--- config.mk ---
export PLATFORM = sky130hd
export DESIGN_NAME = uart_tx_arbiter_flat
export DESIGN_NICKNAME = d
export VERILOG_FILES = /design/src/rtl/uart_tx_arbiter_if.sv /design/src/rtl/uart_tx_arbiter.sv /design/src/flat_wrapper.sv
export SDC_FILE = /design/constraint.sdc
export NUM_CORES = 1
export LEC_CHECK = 0
export BUFFER_PORTS_ARGS = -buffer_cell sky130_fd_sc_hd__buf_2
export CAP_MARGIN = 20
export CORE_ASPECT_RATIO = 1.4
export CORE_MARGIN = 5
export CORE_UTILIZATION = 48
export CTS_CLUSTER_SIZE = 28
export DETAILED_ROUTE_END_ITERATION = 8
export PLACE_DENSITY = 0.88
export SLEW_MARGIN = 15
export SYNTH_ARGS = -nofsm -noshare
export SYNTH_HDL_FRONTEND = slang
export SYNTH_SLANG_ARGS = --single-unit
export TNS_END_PERCENT = 1
--- constraint.sdc ---
create_clock -name clk -period 2.4 [get_ports clk]
set_clock_uncertainty 0.2 [all_clocks]
set_input_delay 0.24 -clock clk [delete_from_list [all_inputs] [get_ports clk]]
set_output_delay 0.24 -clock clk [all_outputs]
set_load 0.005 [all_outputs]
--- src/rtl/uart_tx_arbiter_if.sv ---
// Handshake bundle between two byte requesters, the arbiter and the UART TX input.
// The arbiter connects through the slave modport; the requesters and TX side use master.
interface uart_tx_arbiter_if #(
    parameter int DATA_WIDTH = 8
);
    logic [DATA_WIDTH-1:0] req0_data;
    logic                  req0_valid;
    logic                  req0_last;
    logic                  req0_ready;

    logic [DATA_WIDTH-1:0] req1_data;
    logic                  req1_valid;
    logic                  req1_last;
    logic                  req1_ready;

    logic [DATA_WIDTH-1:0] tx_data;
    logic                  tx_valid;
    logic                  tx_ready;

    logic [1:0]            grant;

    modport slave (
        input  req0_data, req0_valid, req0_last,
        output req0_ready,
        input  req1_data, req1_valid, req1_last,
        output req1_ready,
        output tx_data, tx_valid,
        input  tx_ready,
        output grant
    );

    modport master (
        output req0_data, req0_valid, req0_last,
        input  req0_ready,
        output req1_data, req1_valid, req1_last,
        input  req1_ready,
        input  tx_data, tx_valid,
        output tx_ready,
        input  grant
    );
endinterface

--- src/rtl/uart_tx_arbiter.sv ---
// Two-requester, round-robin, packet-locked arbiter in front of the UART TX.
// A grant lasts until the owner sends a byte marked last, or until MAX_BURST
// beats have gone by while the other requester is waiting. Every release
// passes through IDLE, so owners are always separated by one bubble cycle.
module uart_tx_arbiter #(
    parameter int DATA_WIDTH = 8,
    parameter int MAX_BURST  = 16
) (
    input  logic               clk,
    input  logic               reset_n,
    uart_tx_arbiter_if.slave   bus
);
    typedef enum logic [1:0] {
        IDLE = 2'd0,
        OWN0 = 2'd1,
        OWN1 = 2'd2
    } state_t;

    // MAX_BURST=0 disables the limit; keep the counter at least one bit wide.
    localparam int CNT_W = (MAX_BURST == 0) ? 1 : $clog2(MAX_BURST + 1);
    localparam logic [CNT_W-1:0] BURST_LAST =
        (MAX_BURST == 0) ? '0 : CNT_W'(MAX_BURST - 1);

    state_t                state_q, state_d;
    logic                  last_winner_q, last_winner_d;
    logic [CNT_W-1:0]      beat_cnt_q, beat_cnt_d;
    logic [DATA_WIDTH-1:0] tx_data_q, tx_data_d;
    logic                  tx_valid_q, tx_valid_d;

    logic                  can_load;
    logic                  ready0, ready1;
    logic                  xfer;
    logic [DATA_WIDTH-1:0] xfer_data;
    logic                  xfer_last;
    logic                  other_valid;
    logic                  burst_end;

    // The output slot can take a byte when it is empty or draining this cycle.
    assign can_load    = !tx_valid_q || bus.tx_ready;
    assign ready0      = (state_q == OWN0) && can_load;
    assign ready1      = (state_q == OWN1) && can_load;
    assign xfer        = (bus.req0_valid && ready0) || (bus.req1_valid && ready1);
    assign xfer_data   = (state_q == OWN1) ? bus.req1_data : bus.req0_data;
    assign xfer_last   = (state_q == OWN1) ? bus.req1_last : bus.req0_last;
    assign other_valid = (state_q == OWN1) ? bus.req0_valid : bus.req1_valid;
    assign burst_end   = (MAX_BURST != 0) && (beat_cnt_q == BURST_LAST);

    assign bus.req0_ready = ready0;
    assign bus.req1_ready = ready1;
    assign bus.tx_data    = tx_data_q;
    assign bus.tx_valid   = tx_valid_q;
    assign bus.grant      = {state_q == OWN1, state_q == OWN0};

    // Grant decision, burst counting and packet-end release.
    always_comb begin
        // NOTE: every always_comb target gets a default first so no path leaves it unassigned (no latch).
        state_d       = state_q;
        last_winner_d = last_winner_q;
        beat_cnt_d    = beat_cnt_q;
        case (state_q)
            IDLE: begin
                if (bus.req0_valid && bus.req1_valid) begin
                    // Tie: serve whoever did not win last time.
                    state_d       = last_winner_q ? OWN0 : OWN1;
                    last_winner_d = !last_winner_q;
                    beat_cnt_d    = '0;
                end else if (bus.req0_valid) begin
                    state_d       = OWN0;
                    last_winner_d = 1'b0;
                    beat_cnt_d    = '0;
                end else if (bus.req1_valid) begin
                    state_d       = OWN1;
                    last_winner_d = 1'b1;
                    beat_cnt_d    = '0;
                end
            end
            OWN0, OWN1: begin
                if (xfer) begin
                    if (xfer_last || (burst_end && other_valid)) begin
                        state_d    = IDLE;
                        beat_cnt_d = '0;
                    end else if (burst_end) begin
                        // Limit hit with nobody waiting: keep the grant, restart the count.
                        beat_cnt_d = '0;
                    end else begin
                        beat_cnt_d = beat_cnt_q + CNT_W'(1);
                    end
                end
            end
            default: state_d = IDLE;
        endcase
    end

    // Output slot: load on a transfer, clear once the UART takes the byte.
    always_comb begin
        tx_data_d  = tx_data_q;
        tx_valid_d = tx_valid_q;
        if (xfer) begin
            tx_data_d  = xfer_data;
            tx_valid_d = 1'b1;
        end else if (tx_valid_q && bus.tx_ready) begin
            tx_valid_d = 1'b0;
        end
    end

    // Arbitration state registers.
    always_ff @(posedge clk or negedge reset_n) begin
        if (!reset_n) begin
            // NOTE: sequential state uses non-blocking (<=) so all registers update together at the edge.
            state_q       <= IDLE;
            last_winner_q <= 1'b1;
            beat_cnt_q    <= '0;
        end else begin
            state_q       <= state_d;
            last_winner_q <= last_winner_d;
            beat_cnt_q    <= beat_cnt_d;
        end
    end

    // Output register towards the UART TX.
    always_ff @(posedge clk or negedge reset_n) begin
        if (!reset_n) begin
            tx_data_q  <= '0;
            tx_valid_q <= 1'b0;
        end else begin
            tx_data_q  <= tx_data_d;
            tx_valid_q <= tx_valid_d;
        end
    end
endmodule

--- src/flat_wrapper.sv ---
// flat-port wrapper written by rule: the top's interface ports become plain ports
module uart_tx_arbiter_flat 
#(
    parameter int DATA_WIDTH = 8,
    parameter int MAX_BURST  = 16
)
  (clk, reset_n, bus_req0_data, bus_req0_valid, bus_req0_last, bus_req0_ready, bus_req1_data, bus_req1_valid, bus_req1_last, bus_req1_ready, bus_tx_data, bus_tx_valid, bus_tx_ready, bus_grant);
  uart_tx_arbiter_if #(.DATA_WIDTH(DATA_WIDTH)) bus_i ();
  input  logic clk;
  input  logic reset_n;
  input wire logic [$bits(bus_i.req0_data)-1:0] bus_req0_data;
  input wire logic [$bits(bus_i.req0_valid)-1:0] bus_req0_valid;
  input wire logic [$bits(bus_i.req0_last)-1:0] bus_req0_last;
  output wire logic [$bits(bus_i.req0_ready)-1:0] bus_req0_ready;
  input wire logic [$bits(bus_i.req1_data)-1:0] bus_req1_data;
  input wire logic [$bits(bus_i.req1_valid)-1:0] bus_req1_valid;
  input wire logic [$bits(bus_i.req1_last)-1:0] bus_req1_last;
  output wire logic [$bits(bus_i.req1_ready)-1:0] bus_req1_ready;
  output wire logic [$bits(bus_i.tx_data)-1:0] bus_tx_data;
  output wire logic [$bits(bus_i.tx_valid)-1:0] bus_tx_valid;
  input wire logic [$bits(bus_i.tx_ready)-1:0] bus_tx_ready;
  output wire logic [$bits(bus_i.grant)-1:0] bus_grant;
  assign bus_i.req0_data = bus_req0_data;
  assign bus_i.req0_valid = bus_req0_valid;
  assign bus_i.req0_last = bus_req0_last;
  assign bus_req0_ready = bus_i.req0_ready;
  assign bus_i.req1_data = bus_req1_data;
  assign bus_i.req1_valid = bus_req1_valid;
  assign bus_i.req1_last = bus_req1_last;
  assign bus_req1_ready = bus_i.req1_ready;
  assign bus_tx_data = bus_i.tx_data;
  assign bus_tx_valid = bus_i.tx_valid;
  assign bus_i.tx_ready = bus_tx_ready;
  assign bus_grant = bus_i.grant;
  uart_tx_arbiter #(.DATA_WIDTH(DATA_WIDTH), .MAX_BURST(MAX_BURST)) u_core (.clk(clk), .reset_n(reset_n), .bus(bus_i));
endmodule
# Word level (Yosys, flattened, before mapping)
# Cells that the tools add are included.
[word_totals] input_bits=23 elab_cells=54 register_bits=17
[op_classes] n_reduce_logical=20 mux=22 addsub=1 eq_ne=6
[ops] op="$mux 5" count=6
[ops] op="$mux 2" count=6
[ops] op="$pmux 5 s2" count=1
[ops] op="$mux 8" count=1
[ops] op="$logic_and 1x1->1" count=7
[ops] op="$mux 1" count=7
[ops] op="$reduce_and 3->1" count=2
[ops] op="$add 5x1->5 const B" count=1
[ops] op="$eq 5x4->1 const B" count=1
[ops] op="$ne 2x1->1 const B" count=2
[ops] op="$ne 4x3->1 const B" count=1
[ops] op="$pmux 2 s2" count=1
[ops] op="$reduce_bool 2->1" count=2
[ops] op="$logic_or 1x1->1" count=3
[ops] op="$reduce_bool 3->1" count=1
[ops] op="$eq 2x1->1 const B" count=1
[ops] op="$eq 2x2->1 const B" count=1
[ops] op="$logic_not 1->1" count=2
[ops] op="$logic_not 2->1" count=1
[ops] op="$reduce_and 2->1" count=1
[ops] op="$reduce_or 2->1" count=1

# Logic depth before layout (Yosys ltp)
# Gate-level depths: netlist of the first run.
[depth] depth_word=7 mapped_depth=7 depth_no_buf=6

# Worst setup path after synthesis of the first run
# OpenSTA, ideal clock, no wires.
[synth_timing] path_kind="reg2reg" from="register u_core.state_q[0]" to="register u_core.state_q[0]" path_stages_with_launch=7 t_required_ns=2.078 arrival_ns=1.573 setup_time_ns=0.122 path_slack_ns=0.505 path_cell_list="dfrtp_1 inv_1 ha_1 buf_6 mux2i_4 o311ai_2 a32o_1"
[synth_between] elab_chain_cells=6 elab_cells_between_ends=18 classes_between="5 x eq/ne; 3 x mux; 10 x reduce/logical"
[synth_lines] element="start: declaration" line="uart_tx_arbiter.sv:24" source="state_t state_q, state_d;"
[synth_lines] element="start signal: assignment" line="uart_tx_arbiter.sv:114" source="state_q <= state_d;"
[synth_lines] element="$eq 2x2->1 *"
[synth_lines] element="via bus_grant[1]" line="flat_wrapper.sv:22" source="output wire logic [$bits(bus_i.grant)-1:0] bus_grant;"
[synth_lines] element="$mux 1 / $logic_and 1x1->1 (equally long branches)" line="uart_tx_arbiter.sv:45, uart_tx_arbiter.sv:41"
[synth_lines] element="$logic_and 1x1->1, on equally long branches" line="uart_tx_arbiter.sv:79, uart_tx_arbiter.sv:42"
[synth_lines] element="$logic_or 1x1->1, on equally long branches" line="uart_tx_arbiter.sv:79, uart_tx_arbiter.sv:42"
[synth_lines] element="$ne 2x1->1 (no line)"
[synth_lines] element="$reduce_and 3->1 (no line)"
# Mark *: on every way through the listed nets, which the timed path passes. The rest lies on a longest branch.
# A chain may end at the register's enable or synchronous reset.

# Final worst setup path of the first run
[layout_timing] from="register u_core.state_q[0]" to="register u_core.beat_cnt_q[3]"
[layout_between] elab_chain_cells=7 elab_cells_between_ends=20 classes_between="4 x eq/ne; 5 x mux; 11 x reduce/logical"
[layout_lines] element="$eq 2x2->1"
[layout_lines] element="$mux 1" line="uart_tx_arbiter.sv:45" source="assign other_valid = (state_q == OWN1) ? bus.req0_valid : bus.req1_valid;"
[layout_lines] element="$logic_and 1x1->1" line="uart_tx_arbiter.sv:79" source="if (xfer_last || (burst_end && other_valid)) begin"
[layout_lines] element="$logic_or 1x1->1" line="uart_tx_arbiter.sv:79"
[layout_lines] element="$mux 5" line="uart_tx_arbiter.sv:79"
[layout_lines] element="$mux 5" line="uart_tx_arbiter.sv:78" source="if (xfer) begin"
[layout_lines] element="$pmux 5 s2" line="uart_tx_arbiter.sv:60" source="case (state_q)"
[layout_lines] element="end signal: assignment" line="uart_tx_arbiter.sv:116" source="beat_cnt_q <= beat_cnt_d;"
[layout_lines] element="end: declaration" line="uart_tx_arbiter.sv:26" source="logic [CNT_W-1:0] beat_cnt_q, beat_cnt_d;"
# Parallel ways exist; a longest one is shown, timed or not. The select of a mux whose other input is x is not followed.

==> results list, run 1 <==
- Once layout is complete, the utilization of the core stands at 62.40%.
- Across the run, the number of max-cap violations was 0.
- Setup crit end kind: flip-flop
- The number of nets in the synthesized netlist is 124.
- After synthesis, the netlist uses 31 different library cells.
- On the critical path, the stage with the largest delay is an instance of dfrtp_1.
- In this run the deepest clock path goes through 2 buffers.
- In this run the power density over the cells is roughly 1100 nW/µm².
- The number of antenna violations at the first check in global routing came to 0.
- Synthesis-to-finish area growth: 23.15%
- The worst path in the final design needs a cycle of 2120 ps, including I/O delays and setup.
- Routed vias/inst: approximately 5.5
- Leading post-synthesis cells by cell area: dfrtp_1 (40%), mux2i_1 (9.0%), a21oi_1 (5.0%), ha_1 (5.0%), nor2_1 (3.8%)
- Die Span Y: approximately 64 µm
- Clock tree root buffer cell: clkbuf_4
- Count of synthesis-stage warnings from yosys: 0
- The number of placed instances, taps included, is ~150.
* Critical Path Max Stage Delay: between 400 and 500 ps
* Number of instances in the synthesized netlist: 97
- In this run the tool buffered the top-level ports with 35 buffer cells.
* Share of the yosys chip area belonging to registers: about 43%
- In the final layout, the multi-input gates occupy 536.8 µm².
* Layout Nets: roughly 160
* Worst rel slew slack: between 60 and 70%
- Share of the clock period used by the worst path: between 80% and 90%
- Final antenna-violating net count: 0
- Once layout is complete, the cells apart from fillers number 157.
- Floorplan die width: 48.57 µm
- The pre-antenna-repair detailed-routing pass consisted of 4 iterations.
* Drt wl/cell: roughly 14 µm
- The first global-routing pass estimated 3857 µm of wire.
- In this run the number of H-tree levels came out at 1.
- In this run, the number of DRC markers left after iteration 0 of detailed routing was 19.
* Result of the run: finished, final reports clean
* Kind of start point of the critical path: flip-flop
* Count of fill cells added during filler insertion: ~160
* Final count of hold timing violations: 0
- Area enclosed by the die boundary: 3108 µm²
* CORE AREA: 1973 µm²
- The initial utilization of the core area, before any placement, comes to between 50% and 60%.
* Fraction of synthesized cell area taken by the top area cell type: roughly two fifths
- For this design the static power due to leakage is about 0.59 nW.
* Global router's overall resource usage: 14.89%
- IR analysis of the VDD net gives a maximum drop of 0.5100 mV.
- 0 antenna diodes ended up in the layout.
- Pin count of the biggest net entering global routing: 18
- Dividing the synthesized area by the synthesized cell count gives roughly 10 µm².
* Post-Synthesis Cell Area: ~1000 µm²
- Number of max-slew violations in the final report: 0
- Summed over all layers, the global routing overflow is 0.
- DPL Wire Length: between 1500 and 2000 µm
* Total negative setup slack: 0 ps
* Flip-flop and latch area: around 430 µm²
* Final Wtd Congestion: 0.7746
- At the worst endpoint, the required time is approximately 2400 ps.
- Final routed DRC violation total: 0
* Number of buffers created by CTS: 3
- Crit-path cells: inv_1 -> ha_1 -> a22oi_2 -> o21a_4 -> or2_4 -> o41ai_2
* Highest achievable clock rate: roughly 0.47 GHz
- Number of flip-flops and latches in the synthesized netlist: 17
- Clk slew on worst S/H paths: 110 ps
- Data arrives at the worst endpoint at about 2100 ps.
- dfrtp_1 takes more of the synthesized area than any other cell.
* Share of post-route cells with drive strength above 1: between 30% and 40%
- The setup path with the least slack is of type flip-flop to flip-flop.
- After floorplanning, the core was divided into 19 placement rows.
- Total setup violations reported at the end of the flow: 0
- Number of clock sinks: 17
* Clock tree from TritonCTS: built
- Detailed routing inserted a total of roughly 870 vias.
* Min Hold Slack: around 27 ps
- Worst-skew pair later-pin latency: 280 ps
- Worst min-delay path class: input port to flip-flop
- Setup repair after global routing missed its margin: no
- The via count of the first global-routing pass came to 928.
* Actual slew at the worst max-slew pin: 543.7 ps
- Number of ports placed on the die boundary: 36
- Worst-path fanout max: 5
- Wire length reported by the detailed router: roughly 2300 µm
==> logic make-up after synthesis <==
| kind of cell | synth area share, % |
|---|---|
| AOI/OAI and AO/OA | 19.65 |
| adders and majority gates | 5.006 |
| buffers and inverters | 3.879 |
| DFF | 42.68 |
| muxes | 12.39 |
| and+or+nand+nor | 16.39 |
==> routing by layer <==
| layer | share of wire (%) | GRT usage (%) |
|---|---|---|
| met3 | 8.7 | 4.884 |
| met1 | 40 | 15.23 |
| met5 | 0 | 0 |
| met4 | 0.35 | 5.387 |
| met2 | 51 | 27.61 |
==> cell type report <==
type,instances,area share (%)
Tap cell,21,2.134
Clock buffer,4,2.134
Multi-Input combinational cell,72,43.60
Timing Repair Buffer,37,15.65
Sequential cell,17,34.65
Inverter,6,1.829
==> cells in the final DEF, fill, tap and decap left out, types with 2 or more instances in the layout <==
| cell | count |
|---|---|
| inv_1 | 6 |
| clkbuf_4 | 3 |
| buf_2 | 35 |
| dfrtp_1 | 16 |
| o21ai_0 | 3 |
| ha_1 | 4 |
| mux2i_1 | 9 |
| nand2_1 | 6 |
| nand3_1 | 5 |
| a21oi_1 | 10 |
| nor2_1 | 9 |
| and2_1 | 2 |
| nand2b_1 | 4 |
| and4b_1 | 2 |
| o41ai_2 | 2 |
==> metrics by stage <==
| step | worst slack (ps) | area, µm² | power [W] |
|---|---|---|---|
| 2_1_floorplan | 505.3 | 999.7 | 0.001018 |
| 3_3_place_gp | 383.4 | 1192 | 0.001202 |
| 3_5_place_dp | 242.4 | 1192 | 0.001242 |
| 4_1_cts | 211.0 | 1229 | 0.001397 |
| 5_1_grt | 214.7 | 1231 | 0.001511 |
| 6_report | 279.8 | 1231 | 0.001395 |
==> where the power goes <==
group          switching [W]  leakage [nW]  total (W)  internal [W]
combinational       0.000426         0.366   0.000778      0.000353
clock              0.0000911        0.0150   0.000156     0.0000644
sequential         0.0000609         0.206   0.000461      0.000400
total               0.000578         0.587    0.00140      0.000817
==> synthesized netlist by cell type <==
library cell  number
ha_1               4
dfstp_2            1
o21a_4             1
o31ai_1            1
a31oi_1            1
o21ai_0            3
nor2_1            10
or2_4              1
and4b_1            2
a32o_1             1
and2_1             2
a311oi_1           1
dfrtp_1           16
nand2_1            6
buf_2              1
nand2b_1           4
buf_6              1
mux2i_4            1
nor3_1             1
o41ai_2            2
a21boi_0           1
a22oi_2            1
mux2_2             1
o22ai_1            1
and2b_1            1
inv_1              6
nand3_1            5
o311ai_2           1
a21oi_1           10
mux2i_1            9
o32ai_1            1
==> worst max-delay path: cells and delay by family (launching register included) <==
| kind | cells | cell delay [ps] |
|---|---|---|
| AOI/OAI and AO/OA | 3 | 730 |
| adders and majority gates | 1 | 310 |
| buffers and inverters | 1 | 100 |
| DFF | 1 | 410 |
| and+or+nand+nor | 1 | 270 |
==> flip-flops by register name, summed over array words and instances (netlist names) <==
| signal | flops |
|---|---|
| u_core.state_q | 2 |
| u_core.beat_cnt_q | 5 |
| u_core.last_winner_q | 1 |
| u_core.bus.tx_data | 8 |
| u_core.bus.tx_valid | 1 |
==> path summary, 6_finish.rpt <==
kind                                 startpoint                    to  slack, ps  cells past startpoint
min in group asynchronous               reset_n   u_core.bus.tx_valid        190                      2
max reg2reg                   u_core.state_q[0]  u_core.beat_cnt_q[3]        280                      6
min                              bus_req1_valid  u_core.last_winner_q         30                      3
max                           u_core.state_q[0]  u_core.beat_cnt_q[3]        280                      6
min reg2reg                u_core.last_winner_q  u_core.last_winner_q        310                      2
max in group asynchronous               reset_n  u_core.last_winner_q       1500                      2
==> what timing repair did <==
action                                  in CTS  in global routing
gates resized for setup                      0                  1
endpoints found under the setup margin       0                  4
buffers inserted                             0                  0
hold buffers                                 1                  0
hold endpoints to repair                    17                  0
No activity file was read; power rests on OpenSTA's default activity.
==> run 2, diff against run 1 <==
- CORE_UTILIZATION: 48 -> 30
- CTS_CLUSTER_DIAMETER: default -> 40
- PLACE_DENSITY: 0.88 -> 0.63
==> run 2 against run 1 <==
Net effect: setup slack improved by 2.1 ps; sequential power hardly changed; critical endpoint is now u_core.state_q[0]; count of clock-buffer cells in the layout is the same; highest routed layer unchanged.
==> results list, run 2 (synthesis gave the netlist of run 1 again) <==
* Global-route wire length before repair: between 3000 and 4000 µm
* Share of the clock period used by the worst path: 88.25%
- Count of antenna diodes in the layout: 0
- Of the cells placed in the final design, the portion with a size suffix greater than 1 is between 30% and 40%.
- The via count of the first global-routing pass came to 878.
- In this run the horizontal extent of the chip is 58.79 µm.
* Actual slew at the worst max-slew pin: around 520 ps
* DPL Wire Length: between 1500 and 2000 µm
- Post-Place Worst Slack: about 220 ps
- Critical R2R Launch: u_core.state_q[0]
* Global route overflow: 0
- Critical path class: flip-flop to flip-flop
- In the final timing run, aggregate negative setup slack is 0 ps.
- Drt wl/cell: 12.93 µm
- Final Worst Setup Slack: around 280 ps
- Global routing used about 11% of the available tracks across all layers.
* FF-to-FF End: u_core.state_q[0]
* Final cell area excluding filler cells: 1272 µm²
* Worst rel slew slack: around 65%
- The die is 78.30 µm tall.
- In the routed layout, each cell is associated on average with a via count of approximately 4.9.
- Clock Tree Buf Depth: 2
- The startpoint identified for the worst hold timing path is bus_req1_valid.
* Register-to-Register Setup Slack: around 280 ps
- Clock tree root buffer cell: clkbuf_8
- Clock latency on the worst-skew pair, taken at its later pin, is approximately 250 ps.
- At the end of routability-driven placement, the weighted congestion stood at approximately 0.80.
- After the first detailed-routing iteration, the DRC count stood at 30.
- Clock tree from TritonCTS: built
- For this design the top-level I/O count stands at 36.
- Number of clock sinks: 17
- Highest achievable clock rate: 0.4721 GHz
* Number of antenna violations at the first check in global routing: 0
- The worst path needs around 2100 ps of the cycle, external delays included.
- Total setup violations reported at the end of the flow: 0
* CTS H-tree lvls: 1
- Leaving out fill and tap cells, the most frequent cell in the layout is buf_2.
- Kind of start point of the critical path: flip-flop
* Wire length reported by the detailed router: 2263 µm
* Number of max-slew violations in the final report: 0
* Setup repair after global routing missed its margin: no
- Number of placement rows: 24
- CORE AREA: between 3000 and 4000 µm²
* Result of the run: finished, final reports clean
- Flip-flop count of the largest register after layout: 8
* Starting density of the core: a little under a third
- Max-capacitance violation count: 0
- Worst min-delay path class: input port to flip-flop
- Count of TritonRoute iterations in the first routing pass: 4
- Port buffering added 35 buffers.
* Synthesis-to-finish area growth: 27.28%
- Area enclosed by the die boundary: 4603 µm²
- In this run the static leakage power is between 0.5 and 0.6 nW.
- Setup crit end kind: flip-flop
- Entering global routing, the biggest net connects 18 pins.
* Final count of hold timing violations: 0
* Critical path required time: around 2300 ps
- Once the clock tree was built, the setup fixing pass inserted 0 buffers.
- Arrival time at the worst endpoint: 2060 ps
* Clk slew on worst S/H paths: ~70 ps
* End of the worst hold path: u_core.last_winner_q
* Layout Nets: around 160
- VDD sags by at most around 0.41 mV.
- Number of cells traversed by the worst hold path: 3
- In this run the remaining antenna-violating nets after routing total 0.
- In this run the worst path has a maximum fanout of 5.
- Dividing total power by cell area gives a power density of approximately 1100 nW/µm².
- Vias: about 870
- Placed inst area: approximately 1200 µm²
* Most frequent cells in the layout: buf_2 (35), dfrtp_1 (16), a21oi_1 (10)
- R2r worst-path depth: 6
- Final routed DRC violation total: 0
- Number of buffers created by CTS: 3
## run 2: worst max path at each step
| stage | startpoint | end | slack (ps) |
|---|---|---|---|
| 5_1_grt | u_core.state_q[0] | u_core.state_q[0] | 60 |
| 3_5_place_dp | u_core.state_q[0] | u_core.bus.tx_data[2] | 220 |
| 2_1_floorplan | u_core.state_q[0] | u_core.state_q[0] | 510 |
| 3_3_place_gp | u_core.state_q[0] | u_core.bus.tx_data[3] | 340 |
| 4_1_cts | u_core.state_q[0] | u_core.bus.tx_data[2] | 200 |
| 6_report | u_core.state_q[0] | u_core.state_q[0] | 280 |
## run 2: critical path: stages (launching register included)
cell and delay, ps:
dfrtp_1 400, inv_1 90, ha_1 330, a22oi_2 180, o21ai_0 420, nand3_1 150
a32o_1 240
## run 2: where the power goes
| group | internal [W] | switching (W) |
|---|---|---|
| registers | 0.000402 | 0.0000611 |
| logic | 0.000353 | 0.000424 |
| clock network | 0.000118 | 0.0000937 |
## run 2: routing by layer
| layer | part of all wire, % | vias to the layer above | global-route usage, % |
|---|---|---|---|
| met4 | 1.3 | 0 | 4.082 |
| li1 | - | 432 | - |
| met1 | 38 | 392 | 12.54 |
| met5 | 0 | - | 0 |
| met2 | 48 | 37 | 18.58 |
| met3 | 12 | 4 | 3.120 |
## run 2: final cells by class
| type | instances | area, µm² |
|---|---|---|
| fillers | 297 | 1881 |
| well taps | 39 | 48.80 |
| clock buffers | 4 | 45.04 |
| inverters | 6 | 22.52 |
| repair buffers | 37 | 192.7 |
| multi-input cells | 72 | 536.8 |
| flip-flops and latches | 17 | 426.7 |
## run 2: stage by stage
stage               utilization (%)  instances  power, W  hold slack [ps]
finish                        40.36        175  0.001451            84.88
global route                  40.36        175  0.001591            120.9
CTS                           40.28        175  0.001468            81.87
detailed placement            38.53        170  0.001249           -12.03
global placement              38.53        170  0.001218           -16.55
floorplan                         -         97  0.001018           -255.6
## run 2: timing repair
action,4_1_cts,5_1_grt
hold buffers,1,0
resized for setup,0,1
setup endpoints to repair,0,5
hold endpoints to repair,16,0
